`config.mk`:
```
export PLATFORM = sky130hd
export DESIGN_NAME = wilton_sb_dir
export DESIGN_NICKNAME = d
export VERILOG_FILES = /design/src/rtl/wilton_sb_dir_pkg.sv /design/src/rtl/wilton_sb_dir_cfg_chain.sv /design/src/rtl/wilton_sb_dir.sv
export SDC_FILE = /design/constraint.sdc
export NUM_CORES = 1
export LEC_CHECK = 0
export CORE_UTILIZATION = 57
export CTS_CLUSTER_DIAMETER = 40
export DETAILED_ROUTE_END_ITERATION = 6
export HOLD_SLACK_MARGIN = 0.08
export PLACE_DENSITY = 0.79
export SLEW_MARGIN = 40
export SYNTH_ARGS = -nofsm -noshare
export SYNTH_HDL_FRONTEND = slang
export SYNTH_SLANG_ARGS = --single-unit
```
`constraint.sdc`:
```
create_clock -name clk -period 5.4 [get_ports clk]
set_input_delay 1.08 -clock clk [delete_from_list [all_inputs] [get_ports clk]]
set_output_delay 1.08 -clock clk [all_outputs]
set_load 0.02 [all_outputs]
```
`src/rtl/wilton_sb_dir_pkg.sv`:
```
// Shared types and index helpers for the unidirectional Wilton switch box.
// Side and turn encodings match the 2-bit per-track select field in the cfg word.
package wilton_pkg;

  typedef enum logic [1:0] {N = 2'd0, E = 2'd1, S = 2'd2, W = 2'd3} dir_e;
  typedef enum logic [1:0] {OFF = 2'd0, LEFT = 2'd1, STRAIGHT = 2'd2, RIGHT = 2'd3} turn_e;
  typedef enum logic [1:0] {EMPTY = 2'd0, FILLING = 2'd1, LOADED = 2'd2} cfg_state_e;

  localparam int NUM_SIDES = 4;
  localparam int SEL_W     = 2;

  // The turn code doubles as the side offset: left=+1, straight=+2, right=+3.
  function automatic int src_side(input int d, input turn_e turn);
    return (d + int'(turn)) % NUM_SIDES;
  endfunction

  function automatic int src_track(input int t, input turn_e turn, input int width,
                                   input int shift);
    case (turn)
      LEFT:    return (t + shift) % width;
      RIGHT:   return (t + width - shift) % width;
      default: return t;
    endcase
  endfunction

endpackage

```
`src/rtl/wilton_sb_dir_cfg_chain.sv`:
```
// Serial shadow register with fill counter, even-parity check and an active
// register that only changes on a successful commit.
module wilton_cfg_chain
  import wilton_pkg::*;
#(
  parameter  int L     = 33,
  localparam int CW    = L - 1,
  localparam int CNT_W = $clog2(L + 1)
) (
  input  logic          clk,
  input  logic          rst,
  input  logic          cfg_en,
  input  logic          cfg_in,
  input  logic          cfg_commit,
  output logic          cfg_out,
  output logic          cfg_full,
  output logic          cfg_err,
  output logic          cfg_valid,
  output logic [CW-1:0] active_word
);

  localparam logic [CNT_W-1:0] CNT_L = CNT_W'(L);

  logic [L-1:0]     sr;
  logic [CNT_W-1:0] cnt, cnt_nx;
  cfg_state_e       state, state_nx;
  logic             err_nx, valid_nx;
  logic             do_shift, do_load;
  logic             parity_ok;

  assign parity_ok = ~(^sr);
  assign cfg_out   = sr[L-1];
  assign cfg_full  = (state == LOADED);

  always_ff @(posedge clk or posedge rst) begin
    if (rst) begin
      state       <= EMPTY;
      cnt         <= '0;
      sr          <= '0;
      active_word <= '0;
      cfg_err     <= 1'b0;
      cfg_valid   <= 1'b0;
    end else begin
      state     <= state_nx;
      cnt       <= cnt_nx;
      cfg_err   <= err_nx;
      cfg_valid <= valid_nx;
      if (do_shift) sr <= {sr[L-2:0], cfg_in};
      if (do_load)  active_word <= sr[L-1:1];
    end
  end

  // Commit takes priority over shifting so the checked frame is the one loaded.
  always_comb begin
    state_nx = state;
    cnt_nx   = cnt;
    err_nx   = cfg_err;
    valid_nx = cfg_valid;
    do_shift = 1'b0;
    do_load  = 1'b0;
    if (cfg_commit) begin
      if (state == LOADED) begin
        state_nx = EMPTY;
        cnt_nx   = '0;
        if (parity_ok) begin
          do_load  = 1'b1;
          valid_nx = 1'b1;
          err_nx   = 1'b0;
        end else begin
          err_nx = 1'b1;
        end
      end else begin
        err_nx = 1'b1;
      end
    end else if (cfg_en) begin
      do_shift = 1'b1;
      case (state)
        EMPTY: begin
          cnt_nx   = CNT_W'(1);
          state_nx = FILLING;
        end
        FILLING: begin
          cnt_nx = cnt + CNT_W'(1);
          if (cnt_nx == CNT_L) state_nx = LOADED;
        end
        default: cnt_nx = CNT_L;
      endcase
    end
  end

endmodule

```
`src/rtl/wilton_sb_dir.sv`:
```
// Wilton switch box, unidirectional tracks: every output track is a 4:1 mux
// (off/left/straight/right) over the other three sides, optionally registered.
module wilton_sb_dir
  import wilton_pkg::*;
#(
  parameter int WIDTH        = 8,
  parameter int WILTON_SHIFT = 1,
  parameter int REG_OUT      = 0
) (
  input  logic             clk,
  input  logic             rst,
  input  logic             cfg_en,
  input  logic             cfg_in,
  output logic             cfg_out,
  input  logic             cfg_commit,
  output logic             cfg_full,
  output logic             cfg_err,
  output logic             cfg_valid,
  input  logic [WIDTH-1:0] n_in,
  input  logic [WIDTH-1:0] e_in,
  input  logic [WIDTH-1:0] s_in,
  input  logic [WIDTH-1:0] w_in,
  output logic [WIDTH-1:0] n_out,
  output logic [WIDTH-1:0] e_out,
  output logic [WIDTH-1:0] s_out,
  output logic [WIDTH-1:0] w_out
);

  localparam int CW = NUM_SIDES * WIDTH * SEL_W;
  localparam int NT = NUM_SIDES * WIDTH;

  logic [CW-1:0] active_word;
  logic [NT-1:0] in_flat;
  logic [NT-1:0] out_p0;
  logic [NT-1:0] out_p1;

  wilton_cfg_chain #(.L(CW + 1)) u_cfg (
    .clk        (clk),
    .rst        (rst),
    .cfg_en     (cfg_en),
    .cfg_in     (cfg_in),
    .cfg_commit (cfg_commit),
    .cfg_out    (cfg_out),
    .cfg_full   (cfg_full),
    .cfg_err    (cfg_err),
    .cfg_valid  (cfg_valid),
    .active_word(active_word)
  );

  assign in_flat[int'(N)*WIDTH +: WIDTH] = n_in;
  assign in_flat[int'(E)*WIDTH +: WIDTH] = e_in;
  assign in_flat[int'(S)*WIDTH +: WIDTH] = s_in;
  assign in_flat[int'(W)*WIDTH +: WIDTH] = w_in;

  // Stage p0: per-track source selection
  for (genvar d = 0; d < NUM_SIDES; d++) begin : g_side
    for (genvar t = 0; t < WIDTH; t++) begin : g_track
      localparam int IDX_L = src_side(d, LEFT) * WIDTH + src_track(t, LEFT, WIDTH, WILTON_SHIFT);
      localparam int IDX_S = src_side(d, STRAIGHT) * WIDTH + src_track(t, STRAIGHT, WIDTH, WILTON_SHIFT);
      localparam int IDX_R = src_side(d, RIGHT) * WIDTH + src_track(t, RIGHT, WIDTH, WILTON_SHIFT);

      turn_e sel;
      logic  bit_o;

      assign sel = turn_e'(active_word[(d*WIDTH + t)*SEL_W +: SEL_W]);

      always_comb begin
        bit_o = 1'b0;
        case (sel)
          LEFT:     bit_o = in_flat[IDX_L];
          STRAIGHT: bit_o = in_flat[IDX_S];
          RIGHT:    bit_o = in_flat[IDX_R];
          default:  bit_o = 1'b0;
        endcase
      end

      assign out_p0[d*WIDTH + t] = bit_o;
    end
  end

  // Stage p1: optional output flops, cleared with the config so the fabric stays quiet
  if (REG_OUT != 0) begin : g_reg
    always_ff @(posedge clk or posedge rst) begin
      if (rst) out_p1 <= '0;
      else     out_p1 <= out_p0;
    end
  end else begin : g_comb
    assign out_p1 = out_p0;
  end

  assign n_out = out_p1[int'(N)*WIDTH +: WIDTH];
  assign e_out = out_p1[int'(E)*WIDTH +: WIDTH];
  assign s_out = out_p1[int'(S)*WIDTH +: WIDTH];
  assign w_out = out_p1[int'(W)*WIDTH +: WIDTH];

endmodule

```
* After elaboration in Yosys (flattened, before gate mapping)
Cells that the tools add are included.
** Storage, ports and cells
- Bits in registers :: 140
- Latch bits :: 0
- RAM bits :: 0
- Bits in read-only memories :: 0
- Input bits :: 37
- Output and inout port bits :: 36
- Memories kept :: 0
** Cells by class
- Add/subtract/negate cells :: 1
- $mul :: 0
- Div/mod/pow operators :: 0
- $lt $le $gt $ge :: 0
- Equality and inequality tests :: 101
- Shift operators :: 0
- Muxes and demuxes :: 48
- Bitwise gates (word level) :: 1
- Reductions and logical operators :: 7
** Operators with widths (number)
- 2-bit equality test (second input constant) :: 65
- 1-bit one-hot mux with 3 select lines :: 32
- 2-bit by 1-bit equality test with 1-bit output (second input constant) :: 33
- 65-bit parity :: 1
- 7-bit two-way mux :: 3
- 7-bit one-hot mux with 2 select lines :: 1
- 2-bit two-way mux :: 4
- 7-bit by 1-bit adder with 7-bit output (second input constant) :: 1
- 7-bit equality test (second input constant) :: 1
- 1-bit two-way mux :: 7
- 2-bit one-hot mux with 2 select lines :: 1
- 4-bit AND reduction :: 1
- 3-bit by 2-bit inequality test with 1-bit output (second input constant) :: 1
- 3-bit AND reduction :: 1
- 3-bit nonzero test :: 1
- 2-bit logical NOT :: 1
- 2-bit by 1-bit inequality test with 1-bit output (second input constant) :: 1
- 2-bit AND reduction :: 1
- 2-bit nonzero test :: 1
- 1-bit NOT :: 1

* Longest topological paths before layout
Gate-level depths: netlist of the first run.
- Depth in word-level cells :: 6
- Gate-level depth with buffers :: 10
- Mapped depth without buffers :: 8

* By module
Synthesis of the first run repeated with hierarchy kept, for this count alone.
** Second synthesis, totals
- Cells, all modules :: 686
- Area total of the unflattened synthesis :: 7263.2 um^2
** By module, submodules not included
- wilton_cfg_chain :: times used 1, cells an instance 558, area an instance 6262.3 um^2, seq. area each 3503.4 um^2
- wilton_sb_dir :: times used 1, cells an instance 128, area an instance 1001.0 um^2, seq. area each 0.0 um^2

* Worst setup path after synthesis of the first run
No wires, ideal clock.
- Path kind :: input to output
- From :: input port w_in[7]
- To :: output port n_out[0]
- Data arrival time :: 1593 ps
- Data required time :: 4320 ps
- Path slack :: 2727 ps
- Stages :: 4
- Path buffers :: 1
- Path through :: mux2_2 -> nand2_1 -> o21ai_0 -> buf_4
** Between the ends
- Longest elaborated chain between the ends :: 1
** RTL lines
- start: declaration :: RTL line wilton_sb_dir.sv:22 : input logic [WIDTH-1:0] w_in,
- 1-bit one-hot mux with 3 select lines :: RTL line wilton_sb_dir.sv:69 : case (sel)
- end: declaration :: RTL line wilton_sb_dir.sv:23 : output logic [WIDTH-1:0] n_out,
Every way passes these cells.

* Final worst setup path of the first run
- From :: input port n_in[5]
- To :: output port s_out[5]
** Between the ends
- Longest elaborated chain between the ends :: 1
** RTL lines
- start: declaration :: RTL line wilton_sb_dir.sv:19 : input logic [WIDTH-1:0] n_in,
- 1-bit one-hot mux with 3 select lines :: RTL line wilton_sb_dir.sv:69
- end: declaration :: RTL line wilton_sb_dir.sv:25 : output logic [WIDTH-1:0] s_out,
Every way passes these cells.

==> impl_results.md, run 1 <==
* WP data arrival at about 2700 ps
* Yosys reg bits at 140
* Clk buf depth at 2
* WL/cell at 16.3 um
* Reg2reg setup slack at 2440 ps
* Critical path, cell by cell: clkdlybuf4s50_1, nand2_1, o21ai_0, clkdlybuf4s50_1
* Die H at between 100 and 150 um
* Most used cell, CP: clkdlybuf4s50_1
* Fmax at 266 MHz
* Slowest cell delay on critical path at 670 ps
* Inserted Diodes at 0
* Most frequent cells in the layout: nand2_1 (268), dfrtp_1 (140), clkdlybuf4s50_1 (72)
* I/O pin count at 73
* Clk_lat worst skew at around 420 ps
* Post-CTS setup buffer count at 0
* Clock Pin Slew Worst Setup and Hold Paths at roughly 50 ps
* Routability cong. at approximately 0.78
* Clock Tree Root: clkbuf_16
* Remaining global-route overflow at 0
* Vias at about 5000
* Starting DRC count in detailed routing at between 200 and 300
* Largest net degree at the start of global routing at between 100 and 150
* Final Instance Area at 8320 sq um
* TritonRoute pass-1 iters at 5
* Leakage power at 0.00391 uW
* Routed Antenna Nets at 0
* Reg2reg start: u_cfg.sr[30]$_DFFE_PP0P_
* Area growth from synthesis to layout at 16.7%
* Start point of the critical path: n_in[5]
* Status: complete, no violations
* Row count at 40
* H-tree Lvls at 4
* Gr usage total at 0.257
* Startpoint types: input pin
* Routed WL at approximately 15000 um
* Yosys cell types at 25
* Die area at approximately 13000 sq um
* Post-synthesis net count at around 750
* CTS Sinks at 140
* CORE AREA at 12100 sq um
* Hold buffers post-CTS at 0
* Average size of a mapped cell at between 10 and 15 sq um
* Most common cell after layout, fill and taps aside: nand2_1
* Cells after synthesis at approximately 700
* Final period util at 0.696
* RSZ-0062 raised after global routing: no
* Vias in the first global route at ~5100
* Fin crit period at between 3000 and 4000 ps
* Initial antenna violation count at 0
* Initial core utilization at 0.589
* Area of the multi-input gates at about 3300 sq um
* Final Max Slew Viols at 0
* Fillers at 922
* Crit Path Class: in2out
* Hold-critical path depth at 1
* Worst Path Buf+Inv at 2
* TritonCTS clock tree: built
* YS warnings at 0
* Delay-heaviest family, CP: buffers and inverters
* Seq/Total Area, Yosys at 0.491
* Num CTS Buffers at 17
* Die width at 114 um
* Port Buffers at between 70 and 80
* Reg-to-Reg End: u_cfg.active_word[36]$_DFFE_PP0P_
* Min-delay worst type: reg2reg
* Dpl cell area at around 7800 sq um
* Max-slew headroom at 0.538
* Via density at between 5 and 6
* Fin nets at 792
* Skew final at roughly 8.8 ps
* Slowest stage cell, crit path: clkdlybuf4s50_1
* Final setup vio count at 0
* Fin. Hold Viols at 0
* CP Max Fanout at 3
* Share of layout cells above drive strength 1 at 0.173
* Mapped cell area at roughly 7100 sq um
* Worst path depth at 4
* Crit path required time at between 4000 and 5000 ps
* Pwr Density at around 340 nW/um^2
* DRC at 0
* Worst setup EP type: primary output
* VDD IR max at around 0.00028 V
* Maximum Capacitance Violations at 0
* Worst setup path endpoint: s_out[5]
* Global-route wire length before repair at ~25000 um
* Resized cells post-CTS at 0
* Setup_tns at 0 ps
* Worst-Margin Slew at around 700 ps
* Worst reg-to-reg path cell count at 9
* Reg area at 3500 sq um
* HPWL after DPL at 10500 um
[per-stage QoR]
step                setup slack (ps)  hold WS [ps]  total power [uW]  instances   util
global route                    1580           500              2940        932  0.687
global placement                1640           455              1760        900  0.640
CTS                             1620           479              2830        932  0.687
finish                          1640           483              2820        932  0.687
detailed placement              1620           459              1790        902  0.643
floorplan                        567           482              1630        712      -
[cells by family after synthesis]
kind of cell             Yosys count  share of synthesized area
flip-flops                       140                      0.491
XOR/XNOR                          65                     0.0817
adder cells (fa/ha/maj)            2                    0.00351
AND/OR/NAND/NOR                  293                      0.157
multiplexers                      96                      0.172
buffers and inverters             62                     0.0551
AO/OA/AOI/OAI                     54                     0.0398
[power by group]
group	internal (uW)	switching [uW]	leakage (uW)
Sequential	1130	99.9	0.00192
Clock	642	404	0.000258
Combinational	272	276	0.00173
Total	2040	780	0.00391
[synthesized netlist by cell type (all sizes together)]
master / n / area [sq um]
o31ai: 4 / 30.0
xor2: 11 / 96.3
nand2b: 1 / 6.26
inv: 5 / 18.8
nor3: 2 / 10.0
nor2: 14 / 55.1
ha: 2 / 25.0
a32oi: 1 / 8.76
xnor3: 1 / 22.5
a21oi: 9 / 45.0
o21ai: 40 / 200
nand2: 268 / 1010
dfrtp: 140 / 3500
mux2: 96 / 1220
nand3: 4 / 20.0
or2: 2 / 12.5
nor2b: 2 / 12.5
xnor2: 53 / 464
buf: 41 / 314
clkbuf: 16 / 60.1
[cell type report]
type,count,area share
multi-input combinational,510,0.391
inverter,5,0.00376
clock buffer,29,0.0625
tap,168,0.0253
sequential,140,0.421
timing repair buffer,79,0.0962
clock inverter,1,0.000601
[worst min path at each step]
stage | endpoint | start
after floorplan | u_cfg.sr[1]$_DFFE_PP0P_ | u_cfg.sr[0]$_DFFE_PP0P_
after global placement | u_cfg.cfg_valid$_DFFE_PP0P_ | u_cfg.cfg_valid$_DFFE_PP0P_
after detailed placement | u_cfg.cfg_valid$_DFFE_PP0P_ | u_cfg.cfg_valid$_DFFE_PP0P_
after CTS | u_cfg.cfg_valid$_DFFE_PP0P_ | u_cfg.cfg_valid$_DFFE_PP0P_
after global routing | u_cfg.cfg_valid$_DFFE_PP0P_ | u_cfg.cfg_valid$_DFFE_PP0P_
final | u_cfg.cfg_valid$_DFFE_PP0P_ | u_cfg.cfg_valid$_DFFE_PP0P_
[sequential cells by signal, indices dropped and copies added, names as in the netlist]
signal	cells
u_cfg.sr	65
u_cfg.cfg_valid	1
u_cfg.cfg_err	1
u_cfg.active_word	64
u_cfg.state	2
u_cfg.cnt	7
[layer usage]
layer  up-vias  track usage  wire (um)
li1       2352            -          -
met3        20       0.0521        701
met5         -            0          0
met4         0        0.103        249
met2       137        0.416       7490
met1      2443        0.341       6780
(Power assumes the default switching activity.)
==> run 2: changes to the inputs <==
--- a/config.mk
+++ b/config.mk
@@ -5,11 +5,11 @@
 export SDC_FILE = /design/constraint.sdc
 export NUM_CORES = 1
 export LEC_CHECK = 0
-export CORE_UTILIZATION = 57
+export CORE_UTILIZATION = 52
 export CTS_CLUSTER_DIAMETER = 40
 export DETAILED_ROUTE_END_ITERATION = 6
 export HOLD_SLACK_MARGIN = 0.08
-export PLACE_DENSITY = 0.79
+export PLACE_DENSITY = 0.76
 export SLEW_MARGIN = 40
 export SYNTH_ARGS = -nofsm -noshare
 export SYNTH_HDL_FRONTEND = slang
==> constraint.sdc (replaced) <==
create_clock -name clk -period 3.2 [get_ports clk]
set_input_delay 0.64 -clock clk [delete_from_list [all_inputs] [get_ports clk]]
set_output_delay 0.64 -clock clk [all_outputs]
set_load 0.02 [all_outputs]
==> impl_results.md, run 2 (synthesis results as in run 1) <==
* Biggest register: u_cfg.sr
* Hold buffers post-CTS at 0
* Remaining global-route overflow at 0
* Final Max Slew Viols at 0
* Clock Tree Root: clkbuf_16
* Initial antenna violation count at 0
* Vias at between 4000 and 5000
* Hold-critical path depth at 1
* Clock Pin Slew Worst Setup and Hold Paths at approximately 50 ps
* Largest net degree at the start of global routing at 85
* Min-delay worst type: reg2reg
* Power, Total at 4950 uW
* Clk_lat worst skew at between 400 and 500 ps
* Maximum Capacitance Violations at 0
* Via density at roughly 5.2
* Fin crit period at slightly below 3000 ps
* Die H at 119 um
* Fillers at ~1000
* Fin worst setup slack at between 300 and 400 ps
* Area growth from synthesis to layout at 18.3%
* Final hold slack at 473 ps
* Pwr Density at just under 600 nW/um^2
* Met2 Track Usage GR at 0.360
* H-tree Lvls at 4
* CORE AREA at approximately 13000 sq um
* Fin. Hold Viols at 0
* Final standard cell count with taps included and fillers excluded at about 940
* Setup_tns at 0 ps
* Placed insts at around 910
* Routability cong. at about 0.84
* Worst reg-to-reg path cell count at 9
* WP data arrival at ~3200 ps
* Worst setup EP type: register
* Max-slew headroom at 0.536
* Top flop regs: u_cfg.sr (65), u_cfg.active_word (64), u_cfg.cnt (7)
* Final period util at 0.905
* WL/cell at 16.4 um
* Die area at roughly 14000 sq um
* Most used cell, CP: xnor2_1
* Slowest cell delay on critical path at between 400 and 500 ps
* Reg-to-Reg End: u_cfg.active_word[36]$_DFFE_PP0P_
* TritonCTS clock tree: built
* Inserted Diodes at 0
* Port Buffers at between 70 and 80
* Crit path required time at between 3000 and 4000 ps
* Die width at about 120 um
* Busiest grt layer: met2
* Worst Path Buf+Inv at 1
* Max reg flops at 65
* GRT met3 Usage at 0.0522
* Slowest stage cell, crit path: dfrtp_1
* Worst path depth at 9
* TritonRoute pass-1 iters at 4
* Reg2reg start: u_cfg.sr[45]$_DFFE_PP0P_
* CP Max Fanout at 34
* Status: complete, no violations
* Post-CTS setup buffer count at 0
* I/O pin count at 73
* Clk buf depth at 2
* DRC at 0
* Vias in the first global route at a little under 5000
* Critical path, cell by cell: xor2_1, xnor2_1, xnor2_1, xnor2_1, xnor3_1, xnor2_1, nor2_4, buf_12, mux2_2
* Hold_sp: u_cfg.cfg_valid$_DFFE_PP0P_
* Worst Hold End: u_cfg.cfg_valid$_DFFE_PP0P_
* Reg2reg setup slack at between 300 and 400 ps
* Most common cell after layout, fill and taps aside: nand2_1
* Startpoint types: register
* VDD IR max at ~0.00033 V
* Most frequent cells in the layout: nand2_1 (268), dfrtp_1 (140), clkdlybuf4s50_1 (72)
* Crit Path Class: reg2reg
* CTS Sinks at 140
* Initial core utilization at 0.537
* HPWL after DPL at between 10000 and 15000 um
* RSZ-0062 raised after global routing: no
* Fin nets at 793
* M1 GR Usage at 0.319
* Skew final at 7.30 ps
* Global-route wire length before repair at 25500 um
* Resized cells post-CTS at 0
* Share of layout cells above drive strength 1 at 0.181
* Gr usage total at 0.235
* Routed Antenna Nets at 0
* Routed WL at around 15000 um
* Fmax at roughly 350 MHz
* Row count at between 40 and 50
* Delay-heaviest family, CP: XOR/XNOR gates
* Leakage power at roughly 0.0040 uW
* Worst-Margin Slew at about 700 ps
* Starting DRC count in detailed routing at approximately 300
* Final setup vio count at 0
* Num CTS Buffers at 17
* Place WS at between 200 and 300 ps
## run 2: changes by cell type in the layout (fill, tap and decap cells not counted), sizes merged
| cell | before | now |
|---|---|---|
| buf | 7 | 8 |
| clkinv | 2 | 3 |
| clkbuf | 29 | 25 |
| clkinvlp | 0 | 2 |
| bufinv | 0 | 2 |
## run 2: stage by stage
step                area (sq um)   util
global placement            7840  0.590
floorplan                   7140      -
CTS                         8440  0.635
global route                8440  0.635
detailed placement          7840  0.590
finish                      8440  0.635
## run 2: power by group
group | internal (uW) | switching, uW | leakage [uW]
logic | 466 | 460 | 0.00174
clock network | 1260 | 700 | 0.000295
registers | 1900 | 161 | 0.00192
total | 3630 | 1320 | 0.00395
## run 2: worst max path at each step
stage / slack [ps] / start / endpoint
after global placement: 300 / n_in[1] / e_out[2]
final: 310 / u_cfg.sr[45]$_DFFE_PP0P_ / u_cfg.active_word[36]$_DFFE_PP0P_
after CTS: 290 / s_in[3] / e_out[2]
after floorplan: 710 / u_cfg.sr[64]$_DFFE_PP0P_ / u_cfg.active_word[0]$_DFFE_PP0P_
after detailed placement: 290 / s_in[3] / e_out[2]
after global routing: 250 / u_cfg.sr[45]$_DFFE_PP0P_ / u_cfg.active_word[36]$_DFFE_PP0P_
## run 2: layout make-up
class | instances | area [sq um] | area share
timing repair buffer | 80 | 843 | 0.0999
sequential | 140 | 3500 | 0.415
clock inverter | 6 | 82.6 | 0.00978
tap | 176 | 220 | 0.0261
clock buffer | 25 | 515 | 0.0611
inverter | 5 | 22.5 | 0.00267
multi-input combinational | 510 | 3250 | 0.385
## run 2: metal layers
| layer | part of all wire | up-vias |
|---|---|---|
| met3 | 0.060 | 17 |
| met1 | 0.46 | 2352 |
| met2 | 0.46 | 159 |
| met4 | 0.015 | 0 |
| li1 | - | 2362 |
| met5 | 0 | - |
